--- src/rtl/recv_module_pkg.sv ---
// rtl/recv_module_pkg.sv - packet format defaults, FSM state type and error flag positions for recv_module
package recv_module_pkg;

  localparam int DATA_WIDTH_DEF = 32;
  localparam int PORT_NUB_DEF   = 4;
  localparam int LENGTH_MAX_DEF = 16;
  localparam int PRIORITY_DEF   = 4;
  localparam int CNT_WIDTH_DEF  = 16;

  // Bit positions inside err_flags: {data,dest,length,framing}
  localparam int ERR_FRAME = 0;
  localparam int ERR_LEN   = 1;
  localparam int ERR_DEST  = 2;
  localparam int ERR_DATA  = 3;

  localparam logic [15:0] LFSR_SEED = 16'hACE1;
  localparam logic [15:0] LFSR_TAPS = 16'hB400;

  typedef enum logic {
    ST_IDLE = 1'b0,
    ST_DATA = 1'b1
  } state_t;

endpackage

--- src/rtl/recv_module_lfsr_ready_gen.sv ---
// rtl/recv_module_lfsr_ready_gen.sv - 16-bit Galois LFSR whose bit 0 gates ready to emulate output stalls
module lfsr_ready_gen
  import recv_module_pkg::*;
(
  input  logic clk,
  input  logic rst_n,
  output logic ready_bit
);

  logic [15:0] lfsr_q, lfsr_d;

  always_comb begin
    lfsr_d = {1'b0, lfsr_q[15:1]} ^ (lfsr_q[0] ? LFSR_TAPS : 16'h0000);
  end

  always_ff @(posedge clk or negedge rst_n) begin
    if (!rst_n) lfsr_q <= LFSR_SEED;
    else        lfsr_q <= lfsr_d;
  end

  assign ready_bit = lfsr_q[0];

endmodule

--- src/rtl/recv_module.sv ---
// rtl/recv_module.sv - per-port receive checker; RECV_BACKPRESSURE_EN enables LFSR-driven ready stalls
module recv_module
  import recv_module_pkg::*;
#(
  parameter int rx_port    = 0,
  parameter int DATA_WIDTH = DATA_WIDTH_DEF,
  parameter int PORT_NUB   = PORT_NUB_DEF,
  parameter int LENGTH_MAX = LENGTH_MAX_DEF,
  parameter int PRIORITY   = PRIORITY_DEF,
  parameter int CNT_WIDTH  = CNT_WIDTH_DEF,
  localparam int WS = $clog2(PORT_NUB),
  localparam int WL = $clog2(LENGTH_MAX),
  localparam int WP = $clog2(PRIORITY)
) (
  input  logic                  clk,
  input  logic                  rst_n,
  input  logic                  rd_sop,
  input  logic                  rd_eop,
  input  logic                  rd_vld,
  input  logic [DATA_WIDTH-1:0] rd_data,
  output logic                  ready,
  input  logic                  clr,
  output logic                  done,
  output logic [CNT_WIDTH-1:0]  pkt_cnt,
  output logic [CNT_WIDTH-1:0]  err_cnt,
  output logic [3:0]            err_flags,
  output logic [WS-1:0]         last_src,
  output logic [WL-1:0]         last_length
);

  localparam int BW = WL + 1;

  state_t               state_q, state_d;
  logic [BW-1:0]        beat_cnt_q, beat_cnt_d;
  logic [WS-1:0]        src_q, src_d;
  logic [WL-1:0]        len_q, len_d;
  logic [3:0]           pkt_err_q, pkt_err_d;
  logic                 done_q, done_d;
  logic [CNT_WIDTH-1:0] pkt_cnt_q, pkt_cnt_d;
  logic [CNT_WIDTH-1:0] err_cnt_q, err_cnt_d;
  logic [3:0]           err_flags_q, err_flags_d;
  logic [WS-1:0]        last_src_q, last_src_d;
  logic [WL-1:0]        last_length_q, last_length_d;
  logic                 ready_q, ready_d;

  logic                  accept, hdr_take, close, close_bad;
  logic [3:0]            new_err, beat_err;
  logic [WL-1:0]         hdr_len;
  logic [WS-1:0]         hdr_src, hdr_dest;
  logic [DATA_WIDTH-1:0] exp_data;

  assign hdr_len  = rd_data[WL-1:0];
  assign hdr_dest = rd_data[WL+WP +: WS];
  assign hdr_src  = rd_data[WL+WP+WS +: WS];
  assign exp_data = {src_q, {(DATA_WIDTH-WS-BW){1'b0}}, beat_cnt_q};

`ifdef RECV_BACKPRESSURE_EN
  logic lfsr_bit;
  lfsr_ready_gen u_lfsr_ready_gen (
    .clk       (clk),
    .rst_n     (rst_n),
    .ready_bit (lfsr_bit)
  );
  assign ready = ready_q & lfsr_bit;
`else
  assign ready = ready_q;
`endif

  assign accept = rd_vld & ready;

  always_comb begin
    state_d       = state_q;
    beat_cnt_d    = beat_cnt_q;
    src_d         = src_q;
    len_d         = len_q;
    pkt_err_d     = pkt_err_q;
    pkt_cnt_d     = pkt_cnt_q;
    err_cnt_d     = err_cnt_q;
    last_src_d    = last_src_q;
    last_length_d = last_length_q;
    ready_d       = 1'b1;
    new_err       = 4'b0000;
    beat_err      = 4'b0000;
    hdr_take      = 1'b0;
    close         = 1'b0;
    close_bad     = 1'b0;

    if (accept) begin
      if (state_q == ST_IDLE) begin
        if (rd_sop && !rd_eop) begin
          hdr_take = 1'b1;
        end else begin
          new_err[ERR_FRAME] = 1'b1;
          close              = 1'b1;
          close_bad          = 1'b1;
        end
      end else if (rd_sop) begin
        // An sop inside a packet kills the open packet; the new header is kept unless it also ends
        new_err[ERR_FRAME] = 1'b1;
        close              = 1'b1;
        close_bad          = 1'b1;
        hdr_take           = !rd_eop;
        state_d            = ST_IDLE;
      end else begin
        if (beat_cnt_q >= {1'b0, len_q}) beat_err[ERR_LEN] = 1'b1;
        else if (rd_data != exp_data)    beat_err[ERR_DATA] = 1'b1;
        if (rd_eop && (beat_cnt_q + BW'(1) != {1'b0, len_q})) beat_err[ERR_LEN] = 1'b1;
        new_err = beat_err;
        if (rd_eop) begin
          close     = 1'b1;
          close_bad = |(pkt_err_q | beat_err);
          state_d   = ST_IDLE;
        end else begin
          pkt_err_d = pkt_err_q | beat_err;
          if (beat_cnt_q != {BW{1'b1}}) beat_cnt_d = beat_cnt_q + BW'(1);
        end
      end
    end

    if (hdr_take) begin
      state_d           = ST_DATA;
      beat_cnt_d        = '0;
      src_d             = hdr_src;
      len_d             = hdr_len;
      pkt_err_d         = 4'b0000;
      pkt_err_d[ERR_DEST] = (hdr_dest != WS'(rx_port));
      new_err           = new_err | pkt_err_d;
      last_src_d        = hdr_src;
      last_length_d     = hdr_len;
    end

    done_d = close;
    if (close) begin
      if (close_bad) begin
        if (err_cnt_q != {CNT_WIDTH{1'b1}}) err_cnt_d = err_cnt_q + CNT_WIDTH'(1);
      end else begin
        if (pkt_cnt_q != {CNT_WIDTH{1'b1}}) pkt_cnt_d = pkt_cnt_q + CNT_WIDTH'(1);
      end
    end

    err_flags_d = err_flags_q | new_err;
    if (clr) begin
      pkt_cnt_d   = '0;
      err_cnt_d   = '0;
      err_flags_d = 4'b0000;
    end
  end

  always_ff @(posedge clk or negedge rst_n) begin
    if (!rst_n) begin
      state_q       <= ST_IDLE;
      beat_cnt_q    <= '0;
      src_q         <= '0;
      len_q         <= '0;
      pkt_err_q     <= 4'b0000;
      done_q        <= 1'b0;
      pkt_cnt_q     <= '0;
      err_cnt_q     <= '0;
      err_flags_q   <= 4'b0000;
      last_src_q    <= '0;
      last_length_q <= '0;
      ready_q       <= 1'b0;
    end else begin
      state_q       <= state_d;
      beat_cnt_q    <= beat_cnt_d;
      src_q         <= src_d;
      len_q         <= len_d;
      pkt_err_q     <= pkt_err_d;
      done_q        <= done_d;
      pkt_cnt_q     <= pkt_cnt_d;
      err_cnt_q     <= err_cnt_d;
      err_flags_q   <= err_flags_d;
      last_src_q    <= last_src_d;
      last_length_q <= last_length_d;
      ready_q       <= ready_d;
    end
  end

  assign done        = done_q;
  assign pkt_cnt     = pkt_cnt_q;
  assign err_cnt     = err_cnt_q;
  assign err_flags   = err_flags_q;
  assign last_src    = last_src_q;
  assign last_length = last_length_q;

endmodule

--- config.mk ---
export PLATFORM = sky130hd
export DESIGN_NAME = recv_module
export DESIGN_NICKNAME = d
export VERILOG_FILES = /design/src/rtl/recv_module_pkg.sv /design/src/rtl/recv_module_lfsr_ready_gen.sv /design/src/rtl/recv_module.sv
export SDC_FILE = /design/constraint.sdc
export NUM_CORES = 1
export LEC_CHECK = 0
export CORE_MARGIN = 4
export CORE_UTILIZATION = 32
export CTS_BUF_LIST = sky130_fd_sc_hd__clkbuf_16
export CTS_CLUSTER_SIZE = 8
export DETAILED_ROUTE_END_ITERATION = 6
export PLACE_DENSITY = 0.54
export RECOVER_POWER = 50
export SKIP_CTS_REPAIR_TIMING = 1
export SYNTH_ARGS = -nofsm -noshare
export SYNTH_HDL_FRONTEND = slang
export SYNTH_SLANG_ARGS = --single-unit
--- constraint.sdc ---
create_clock -name clk -period 3.7 [get_ports clk]
set_input_delay 1.11 -clock clk [delete_from_list [all_inputs] [get_ports clk]]
set_output_delay 1.11 -clock clk [all_outputs]
set_load 0.005 [all_outputs]
==> results.md <==
- Global Route Usage Sum: 14.8%
- Post-synthesis average cell area: 9.25 µm²
- Number of flops mapped to enable cells by yosys: 0
- Commonest non-fill, non-tap cell in the layout: clkdlybuf4s50_1
- Delay-heaviest family, CP: simple AND/OR/NAND/NOR gates
- Fin util: 46.2%
- Worst-skew pair later-pin latency: 0.28 ns
- Total clock sinks: 53
- Vias in the first global route: 2718
- CP max FO: 31
- Most frequent cells in the layout: 62 x clkdlybuf4s50_1, 53 x dfrtp_1, 32 x nor2_1
- Reg2reg setup slack: 0.63 ns
- Post-Route WL: 7960 µm
- Share of cells above drive strength 1: 8.82%
- Iter 0 DRT Violations: 168
- Synth Register Bits: 53
- Max-cap check violation count: 0
- Reg2reg path depth: 9
- Routed Antenna Nets: 0
- Nets: 454
- Via/cell ratio: 5.35
- DRC Markers: 0
- Critical Path RT: 3.87 ns
- WL/cell: 15.4 µm
- Distinct cell type count after synthesis: 40
- Crit path cell chain: clkdlybuf4s50_1 -> nor4_1 -> nand4_1 -> nor4_2 -> nand4_1 -> buf_4 -> nor4_1 -> mux2_2
- Clock Pin Slew Worst Setup and Hold Paths: 0.07 ns
- WHS Endpoint: pkt_err_q[1]$_DFFE_PN0P_
- Endpoints failing setup: 0
- Minimum clock period: 3.28 ns
- PD cells: 342 nW/µm²
- Antenna diode count: 0
- Syn nets: 369
- Core area: 8890 µm²
- Max-slew violations: 0
- Internal power: 1.06 mW
- Crit-path max cell delay: 0.48 ns
- Combinational power share: 17.0%
- Setup Skew: 0.00450 ns
- Status: finished, final reports clean
- VDD IR-drop max: 228 µV
- Critical Path Sink Type: flip-flop
- DRT Pass-1 Iters: 5
- Switching Share: 24.5%
- Detailed Place HPWL: 6080 µm
- Total grt overflow: 0
- CTS tree: yes
- I/O pin count: 82
- Hold_sp: pkt_err_q[1]$_DFFE_PN0P_
- Die width: 105 µm
- NetSw: 0.344 mW
- R2R Path Start: beat_cnt_q[0]$_DFFE_PN0P_
- Initial Util: 33.6%
- First-pass GRT wire length: 13400 µm
- DIE AREA: 10900 µm²
- Startpoint Class: input pin
- Leakage: 1.69 nW
- Largest net degree at the start of global routing: 32
- RSZ-0062 raised after global routing: no
- Filler Cells Inserted: 849
- Critical path class: input pin to flip-flop
- Worst path buffer plus inverter count: 2
- Hold crit path type: flip-flop to flip-flop
- Mapped Area: 2990 µm²
- Die Height: 105 µm
- Longest Clk Path Bufs: 2
- Syn. warnings: 0
- Fmax: 305 MHz
- Cts bufs inserted: 5
- Initial antenna violation count: 0
- Port Buf Inserts: 81
- Flop pwr share: 46.1%
- P&R area growth vs syn: 37.4%
- Critical-path top delay cell: nor4_2
- Worst EP arrival: 3.45 ns
- Post-synth ARST share: 100%
- Row cnt: 34
- Worst-margin pin slew: 1.14 ns
- Top_reg_cell synth: dfrtp_1
- Routed vias: 2759
- Final TNS setup: 0 ns
- Post-synthesis sequential area ratio: 44.4%
- Hold Crit Depth: 2
- # H-tree levels: 2
- Cells after synthesis: 323
- Reg2reg end: pkt_cnt[6]$_DFFE_PN0P_
- Crit share post-route: 88.7%
- CTS Root Cell: clkbuf_16
- Final Wtd Congestion: 0.806
- Rel. slew slack: 24.1%
- Clock Power Share: 36.9%
- Fin. Hold Viols: 0
[cell type report]
class	instances	area, µm²	area share (%)
multi-input combinational	250	1580	38.6
sequential	53	1330	32.3
timing repair buffer	91	872	21.2
tap	108	135	3.29
clock buffer	5	125	3.05
clock inverter	2	35.0	0.854
inverter	7	26.3	0.640
[sequential cells by signal (all words and copies together), names as in the netlist]
name	cells
last_src	2
pkt_cnt	16
last_length	4
beat_cnt_q	5
err_flags	4
err_cnt	16
ready	1
pkt_err_q	3
done	1
state_q	1
[power groups by stage]
stage                     sequential [mW]  combinational [mW]  clock [mW]
after floorplan                     0.651               0.120           0
after global placement              0.656               0.245           0
after detailed placement            0.657               0.248           0
after CTS                           0.646               0.250       0.536
after global routing                0.652               0.267       0.554
final                               0.646               0.238       0.518
[per-layer routing]
metal,share of wire (%),vias up,routed length (µm),global-route usage [%]
met5,0,-,0,0
li1,-,1358,-,-
met2,47,77,3730,24.2
met3,5.9,2,473,2.84
met1,46,1322,3690,19.8
met4,0.77,0,61,4.59
[through the flow]
| stage | hold WS [ns] | instances | cell area (µm²) | setup WS (ns) | total power [mW] |
|---|---|---|---|---|---|
| after floorplan | 0.450 | 323 | 2990 | 0.812 | 0.771 |
| after global placement | 0.466 | 509 | 3950 | 0.175 | 0.901 |
| after detailed placement | 0.483 | 509 | 3950 | 0.100 | 0.906 |
| after CTS | 0.497 | 516 | 4110 | 0.399 | 1.43 |
| after global routing | 0.506 | 516 | 4100 | 0.177 | 1.47 |
| final | 0.492 | 516 | 4100 | 0.420 | 1.40 |
[synthesized netlist by cell type, drive strengths merged, types with 3 or more instances]
cell / number / area share [%]
nor2b: 11 / 2.3
and2: 3 / 0.63
a21oi: 20 / 3.4
and4: 3 / 0.88
o31ai: 7 / 1.9
a31oi: 3 / 0.63
nand4: 18 / 3.8
clkbuf: 9 / 1.1
or4: 5 / 1.3
or3: 15 / 3.1
and3: 6 / 1.3
nand3: 14 / 2.3
dfrtp: 53 / 44
nand2: 19 / 2.4
nor4: 8 / 1.9
nand2b: 5 / 1.0
xnor2: 11 / 3.2
ha: 8 / 3.4
mux2: 16 / 6.0
nor2: 32 / 4.0
nor3: 5 / 0.84
buf: 4 / 0.59
o21ai: 24 / 4.0
inv: 7 / 0.88
[cell families after synthesis]
family,Yosys count,share of synthesized area (%)
xor+xnor,13,3.81
compound gates,65,13.2
mux,16,6.03
flops,53,44.4
other cells,1,0.126
buf+inv,20,2.60
simple gates,147,26.5
fa+ha+maj,8,3.35
[tightest hold or removal path, cell delays in order (launching register included)]
cell and delay, ns:
dfrtp_1 0.35, nand2_1 0.05, o21ai_0 0.06
[worst max-delay path by stage]
stage | start | end | cells after the start
floorplan | rd_data[5] | pkt_cnt[13]$_DFFE_PN0P_ | 7
global placement | rd_data[10] | pkt_cnt[6]$_DFFE_PN0P_ | 8
detailed placement | rd_data[10] | pkt_cnt[9]$_DFFE_PN0P_ | 8
CTS | rd_data[10] | pkt_cnt[6]$_DFFE_PN0P_ | 8
global route | rd_data[5] | pkt_cnt[13]$_DFFE_PN0P_ | 8
finish | rd_data[10] | pkt_cnt[6]$_DFFE_PN0P_ | 8
No activity file was read; power rests on OpenSTA's default activity.
